<file path="src/rtl/uk101_autotype_seq.sv">
// Scripted keystroke / system-reset sequencer for the UK101 core.
// Replays a parameter-stored script of timed key presses and reset pulses.
module uk101_autotype_seq #(
    parameter int unsigned          tick_div  = 8388608,
    parameter int unsigned          gap_ticks = 1,
    parameter int unsigned          n_keys    = 3,
    parameter int unsigned          n_steps   = 8,
    parameter logic [8*n_steps-1:0] script    = 64'hFFFFFF02_0201001D,
    parameter bit                   autostart = 1'b1,
    localparam int unsigned         step_w    = (n_steps > 1) ? $clog2(n_steps) : 1
) (
    input  logic              clk,
    input  logic              n_reset,
    input  logic              start,
    input  logic              abort,
    output logic              sys_n_reset,
    output logic [n_keys-1:0] keys,
    output logic              busy,
    output logic              done,
    output logic [step_w-1:0] step_idx
);

    localparam int unsigned       pre_w     = $clog2(tick_div);
    localparam logic [pre_w-1:0]  pre_last  = pre_w'(tick_div - 1);
    localparam logic [4:0]        gap_last  = 5'(gap_ticks - 1);
    localparam logic [step_w-1:0] step_last = step_w'(n_steps - 1);
    localparam logic [3:0]        code_rst  = 4'hD;
    localparam logic [3:0]        code_end  = 4'hF;

    typedef enum logic [1:0] {StIdle, StPress, StGap, StDone} state_e;

    state_e              state_q, state_d;
    logic [pre_w-1:0]    pre_q, pre_d;
    logic [4:0]          tick_q, tick_d;
    logic [step_w-1:0]   step_q, step_d, load_idx;
    logic [3:0]          code_q, code_d, hold_q, hold_d;
    logic [7:0]          entry;
    logic                pending_q, pending_d, load, tick_wrap;
    logic [n_keys-1:0]   keys_q, keys_d;
    logic                snr_q, snr_d, busy_q, busy_d, done_q, done_d;

    assign tick_wrap = (pre_q == pre_last);

    always_ff @(posedge clk or negedge n_reset) begin
        if (!n_reset) begin
            state_q   <= StIdle;
            pre_q     <= '0;
            tick_q    <= '0;
            step_q    <= '0;
            code_q    <= '0;
            hold_q    <= '0;
            pending_q <= autostart;
            keys_q    <= '0;
            snr_q     <= 1'b0;
            busy_q    <= 1'b0;
            done_q    <= 1'b0;
        end else begin
            state_q   <= state_d;
            pre_q     <= pre_d;
            tick_q    <= tick_d;
            step_q    <= step_d;
            code_q    <= code_d;
            hold_q    <= hold_d;
            pending_q <= pending_d;
            keys_q    <= keys_d;
            snr_q     <= snr_d;
            busy_q    <= busy_d;
            done_q    <= done_d;
        end
    end

    always_comb begin
        state_d   = state_q;
        step_d    = step_q;
        code_d    = code_q;
        hold_d    = hold_q;
        pending_d = pending_q;
        pre_d     = tick_wrap ? '0 : pre_q + pre_w'(1);
        tick_d    = tick_wrap ? tick_q + 5'd1 : tick_q;
        load      = 1'b0;
        load_idx  = '0;
        entry     = '0;
        unique case (state_q)
            StIdle: begin
                if (abort) begin
                    pending_d = 1'b0;
                end else if (start || pending_q) begin
                    load      = 1'b1;
                    pending_d = 1'b0;
                end
            end
            StPress: begin
                if (abort) begin
                    state_d = StIdle;
                    step_d  = '0;
                end else if (tick_wrap && tick_q == {1'b0, hold_q}) begin
                    state_d = StGap;
                    pre_d   = '0;
                    tick_d  = '0;
                end
            end
            StGap: begin
                if (abort) begin
                    state_d = StIdle;
                    step_d  = '0;
                end else if (tick_wrap && tick_q == gap_last) begin
                    if (step_q == step_last) begin
                        state_d = StDone;
                    end else begin
                        load     = 1'b1;
                        load_idx = step_q + step_w'(1);
                    end
                end
            end
            StDone: begin
                if (abort) begin
                    state_d = StIdle;
                    step_d  = '0;
                end else if (start) begin
                    load = 1'b1;
                end
            end
            default: state_d = StIdle;
        endcase
        if (load) begin
            entry   = script[{load_idx, 3'b000} +: 8];
            step_d  = load_idx;
            code_d  = entry[3:0];
            hold_d  = entry[7:4];
            pre_d   = '0;
            tick_d  = '0;
            state_d = (entry[3:0] == code_end) ? StDone : StPress;
        end
    end

    // Outputs are registered: decode from the next state so they change on the entry edge.
    always_comb begin
        keys_d = '0;
        for (int k = 0; k < n_keys; k++) begin
            keys_d[k] = (state_d == StPress) && ({28'd0, code_d} == 32'(k));
        end
        snr_d  = !((state_d == StPress) && (code_d == code_rst));
        busy_d = (state_d == StPress) || (state_d == StGap);
        done_d = (state_d == StDone);
    end

    assign keys        = keys_q;
    assign sys_n_reset = snr_q;
    assign busy        = busy_q;
    assign done        = done_q;
    assign step_idx    = step_q;

endmodule

</file>
<file path="config.mk">
export PLATFORM = sky130hd
export DESIGN_NAME = uk101_autotype_seq
export DESIGN_NICKNAME = d
export VERILOG_FILES = /design/src/rtl/uk101_autotype_seq.sv
export SDC_FILE = /design/constraint.sdc
export NUM_CORES = 1
export LEC_CHECK = 0
export ABC_AREA = 1
export CAP_MARGIN = 20
export CELL_PAD_IN_SITES_DETAIL_PLACEMENT = 0
export CELL_PAD_IN_SITES_GLOBAL_PLACEMENT = 1
export CORE_UTILIZATION = 39
export CTS_CLUSTER_DIAMETER = 100
export CTS_CLUSTER_SIZE = 14
export DETAILED_ROUTE_END_ITERATION = 10
export PLACE_DENSITY_LB_ADDON = 0.1
export SLEW_MARGIN = 40
export SYNTH_ARGS = -nofsm -noshare
export SYNTH_HDL_FRONTEND = slang
export SYNTH_SLANG_ARGS = --single-unit
</file>
<file path="constraint.sdc">
create_clock -name clk -period 4.5 [get_ports clk]
set_input_delay 0.45 -clock clk [delete_from_list [all_inputs] [get_ports clk]]
set_output_delay 0.45 -clock clk [all_outputs]
set_load 0.05 [all_outputs]
</file>
==> impl_metrics.env <==
export IMPL_globalRouteTotalUtil_pct=17.6
export IMPL_dieHeight_um=80.4
export IMPL_synth_warning_count=0
export IMPL_drive_above_1_share_pct=10.7
export IMPL_critical_path_startpoint="pre_q[0]"
export IMPL_slew_limit_headroom_pct=58.7
export IMPL_timing_setup_tns_ns=0
export IMPL_critical_path_max_stage_delay_ns=0.53
export IMPL_critPathLaunchType="flip-flop"
export IMPL_run_status="finished, final reports clean"
export IMPL_highest_clock_rate_mhz=384
export IMPL_cts_tree="done"
export IMPL_commonest_non_fill_non_tap_cell_in_the_layout="sky130_fd_sc_hd__nand2_1"
export IMPL_asr_flop_ratio_synth_pct=100
export IMPL_fin_crit_ns=2.61
export IMPL_worst_setup_hold_path_clk_slew_ns=0.09
export IMPL_drt_initial_drc_count=58
export IMPL_cts_inserted_buffers=5
export IMPL_distinct_cell_type_count_after_synthesis=36
export IMPL_hold_violations=0
export IMPL_number_of_antenna_violations_at_the_first_check_in_global_routing=0
export IMPL_die_w_um=80.4
export IMPL_route_final_wire_length_um=4810
export IMPL_synth_top_cells_by_area="sky130_fd_sc_hd__dfrtp_1 (47%), sky130_fd_sc_hd__nand2_1 (7.8%), sky130_fd_sc_hd__nor2_1 (7.7%)"
export IMPL_num_antenna_cells=0
export IMPL_insertion_delay_ns=0.30
export IMPL_initial_utilization_pct=40.5
export IMPL_powerDensity_nw_per_um2=355
export IMPL_antenna_violating_nets_post_route=0
export IMPL_globalRouteOverflowTotal=0
export IMPL_synth_top_cell_area_share_pct=47.0
export IMPL_sort_of_element_at_the_end_of_the_critical_path="flip-flop"
export IMPL_via_per_inst=4.78
export IMPL_grt_pass1_wl_um=8520
export IMPL_drtPass1Iterations=4
export IMPL_required_ns=4.74
export IMPL_power_static_leakage_nw=1.25
export IMPL_core_region_area_um2=5920
export IMPL_dp_hpwl_um=3460
export IMPL_buffer_ports_inserted=12
export IMPL_synth_edff_count=0
export IMPL_setup_violations=0
export IMPL_rows=28
export IMPL_critical_path_slowest_cell="sky130_fd_sc_hd__o21bai_4"
export IMPL_post_cts_resized=0
export IMPL_synth_area_leader_cell="sky130_fd_sc_hd__dfrtp_1"
export IMPL_worst_setup_path_type="reg -> reg"
export IMPL_hold_buffers=0
export IMPL_buffer_count_from_post_cts_setup_fixing=0
export IMPL_sequential_to_total_area_share_from_yosys_stat_pct=48.1
export IMPL_rr_startpoint="pre_q[0]"
export IMPL_cts_num_sinks=46
export IMPL_placed_cells=367
export IMPL_setup_repair_after_global_routing_missed_its_margin="no"
export IMPL_worst_slew_pin_transition_ns=0.618
export IMPL_layoutNonFillerInstCount=375
export IMPL_worstPathArrival_ns=2.84
export IMPL_synthCells=283
export IMPL_dominantRegCellSynth="sky130_fd_sc_hd__dfrtp_1"
export IMPL_synthesis_area_um2=2400
export IMPL_cts_max_path_buffers=2
export IMPL_worstHoldPathType="in -> async"
export IMPL_ctsHtreeMaxLevel=2
export IMPL_ys_seq_elements=46
export IMPL_maximum_capacitance_violations=0
export IMPL_post_route_clock_skew_ns=0.0121
export IMPL_routedWlPerCell_um=12.8
export IMPL_grt_start_max_net_pins=47
export IMPL_irDropWorstVdd_mv=0.162
export IMPL_postSynthNetCount=294
export IMPL_io_pins=13
export IMPL_first_global_vias=1791
export IMPL_drt_drc_violations_left=0
export IMPL_path_max_fanout=23
export IMPL_detailroute_via_count=1793
export IMPL_synth_area_per_cell_um2=8.47
export IMPL_final_period_utilization_pct=57.9
export IMPL_maxSlewViolCount=0
export IMPL_syn_to_final_growth_pct=13.7
export IMPL_finalWeightedCongestion=0.769
export IMPL_ordered_list_of_cells_on_the_worst_path="ha_1 > nand2_1 > nor2_4 > nand2_4 > nor2_4 > nand4_4 > o21bai_4 > inv_4 > o221ai_1 > ha_1 > nand2_1 > clkinv_1 > nand3_2 > nor2_1"
export IMPL_num_nets_final=310
export IMPL_rr_worst_depth=14
export IMPL_most_common_layout_cells="sky130_fd_sc_hd__nand2_1 (50), sky130_fd_sc_hd__nor2_1 (49), sky130_fd_sc_hd__dfrtp_1 (45)"
export IMPL_die_area_um2=6460
export IMPL_clock_root_buffer="sky130_fd_sc_hd__clkbuf_8"
==> final timing paths <==
check | endpoint | slack [ns]
worst max register to register | keys[1] | 1.89
worst max-delay path | keys[1] | 1.89
worst min-delay path | pre_q[5] | 0.13
max in group asynchronous | tick_q[2] | 3.95
worst min register to register | pre_q[0] | 0.47
min in group clk | pre_q[0] | 0.47
==> critical path: cells and delay by family (launching register included) <==
family / cells / cell delay (ns)
buffers and inverters: 2 / 0.18
AO/OA/AOI/OAI: 2 / 0.68
adder cells (fa/ha/maj): 2 / 0.40
flip-flops: 1 / 0.38
AND/OR/NAND/NOR: 8 / 0.91
==> report_power, final <==
part	switching [W]	internal, W	leakage, nW
logic	0.0000789	0.0000436	0.562
registers	0.0000195	0.000444	0.612
clock network	0.000144	0.000237	0.0714
total	0.000242	0.000724	1.25
==> stage by stage <==
stage	instance area [um^2]	power (W)	hold WS [ns]	worst slack (ns)	utilization [%]
floorplan	2400	0.000562	0.154	2.15	-
global placement	2580	0.000596	0.454	1.83	43.6
detailed placement	2580	0.000597	0.465	1.78	43.6
CTS	2720	0.000983	0.162	1.82	46.0
global route	2720	0.00102	0.188	1.58	46.0
finish	2720	0.000967	0.131	1.89	46.0
==> cell families (layout without fill, tap and decap cells) <==
group | after synthesis | count (layout) | synth area share (%)
and+or+nand+nor | 152 | 152 | 30.3
DFF | 46 | 46 | 48.1
buffers and inverters | 41 | 58 | 7.15
AOI/OAI and AO/OA | 26 | 26 | 6.79
xor gates and xnor gates | 11 | 11 | 4.02
adders and majority gates | 7 | 7 | 3.66
==> state kept, by name (all words and copies together) (netlist names), 2 cells and up <==
| name | count |
|---|---|
| keys | 3 |
| tick_q | 5 |
| state_q | 2 |
| step_idx | 3 |
| code_q | 4 |
| hold_q | 2 |
| pre_q | 23 |
==> cell usage after synthesis, drive strengths merged (2+ instances only) <==
cell / number
nor3: 17
nand4: 2
dfrtp: 45
xor2: 10
o22ai: 2
inv: 37
o21ai: 11
a21oi: 6
nand2: 57
nand3: 16
buf: 3
nor2: 57
ha: 7
==> final cells by class <==
class | instances | area [um^2]
clock inverter | 2 | 60.1
multi-input combinational | 196 | 1070
tap | 75 | 93.8
fill | 598 | 3200
sequential | 46 | 1150
inverter | 38 | 145
clock buffer | 6 | 82.6
timing repair buffer | 12 | 118
==> routing by layer <==
layer,GRT usage (%),vias to the layer above,share of wire (%)
met1,22.6,841,48
met5,0,-,0
met2,29.3,11,49
met4,5.89,0,1.4
met3,3.75,4,1.8
li1,-,937,-
Power figures use the tool's default switching activity.
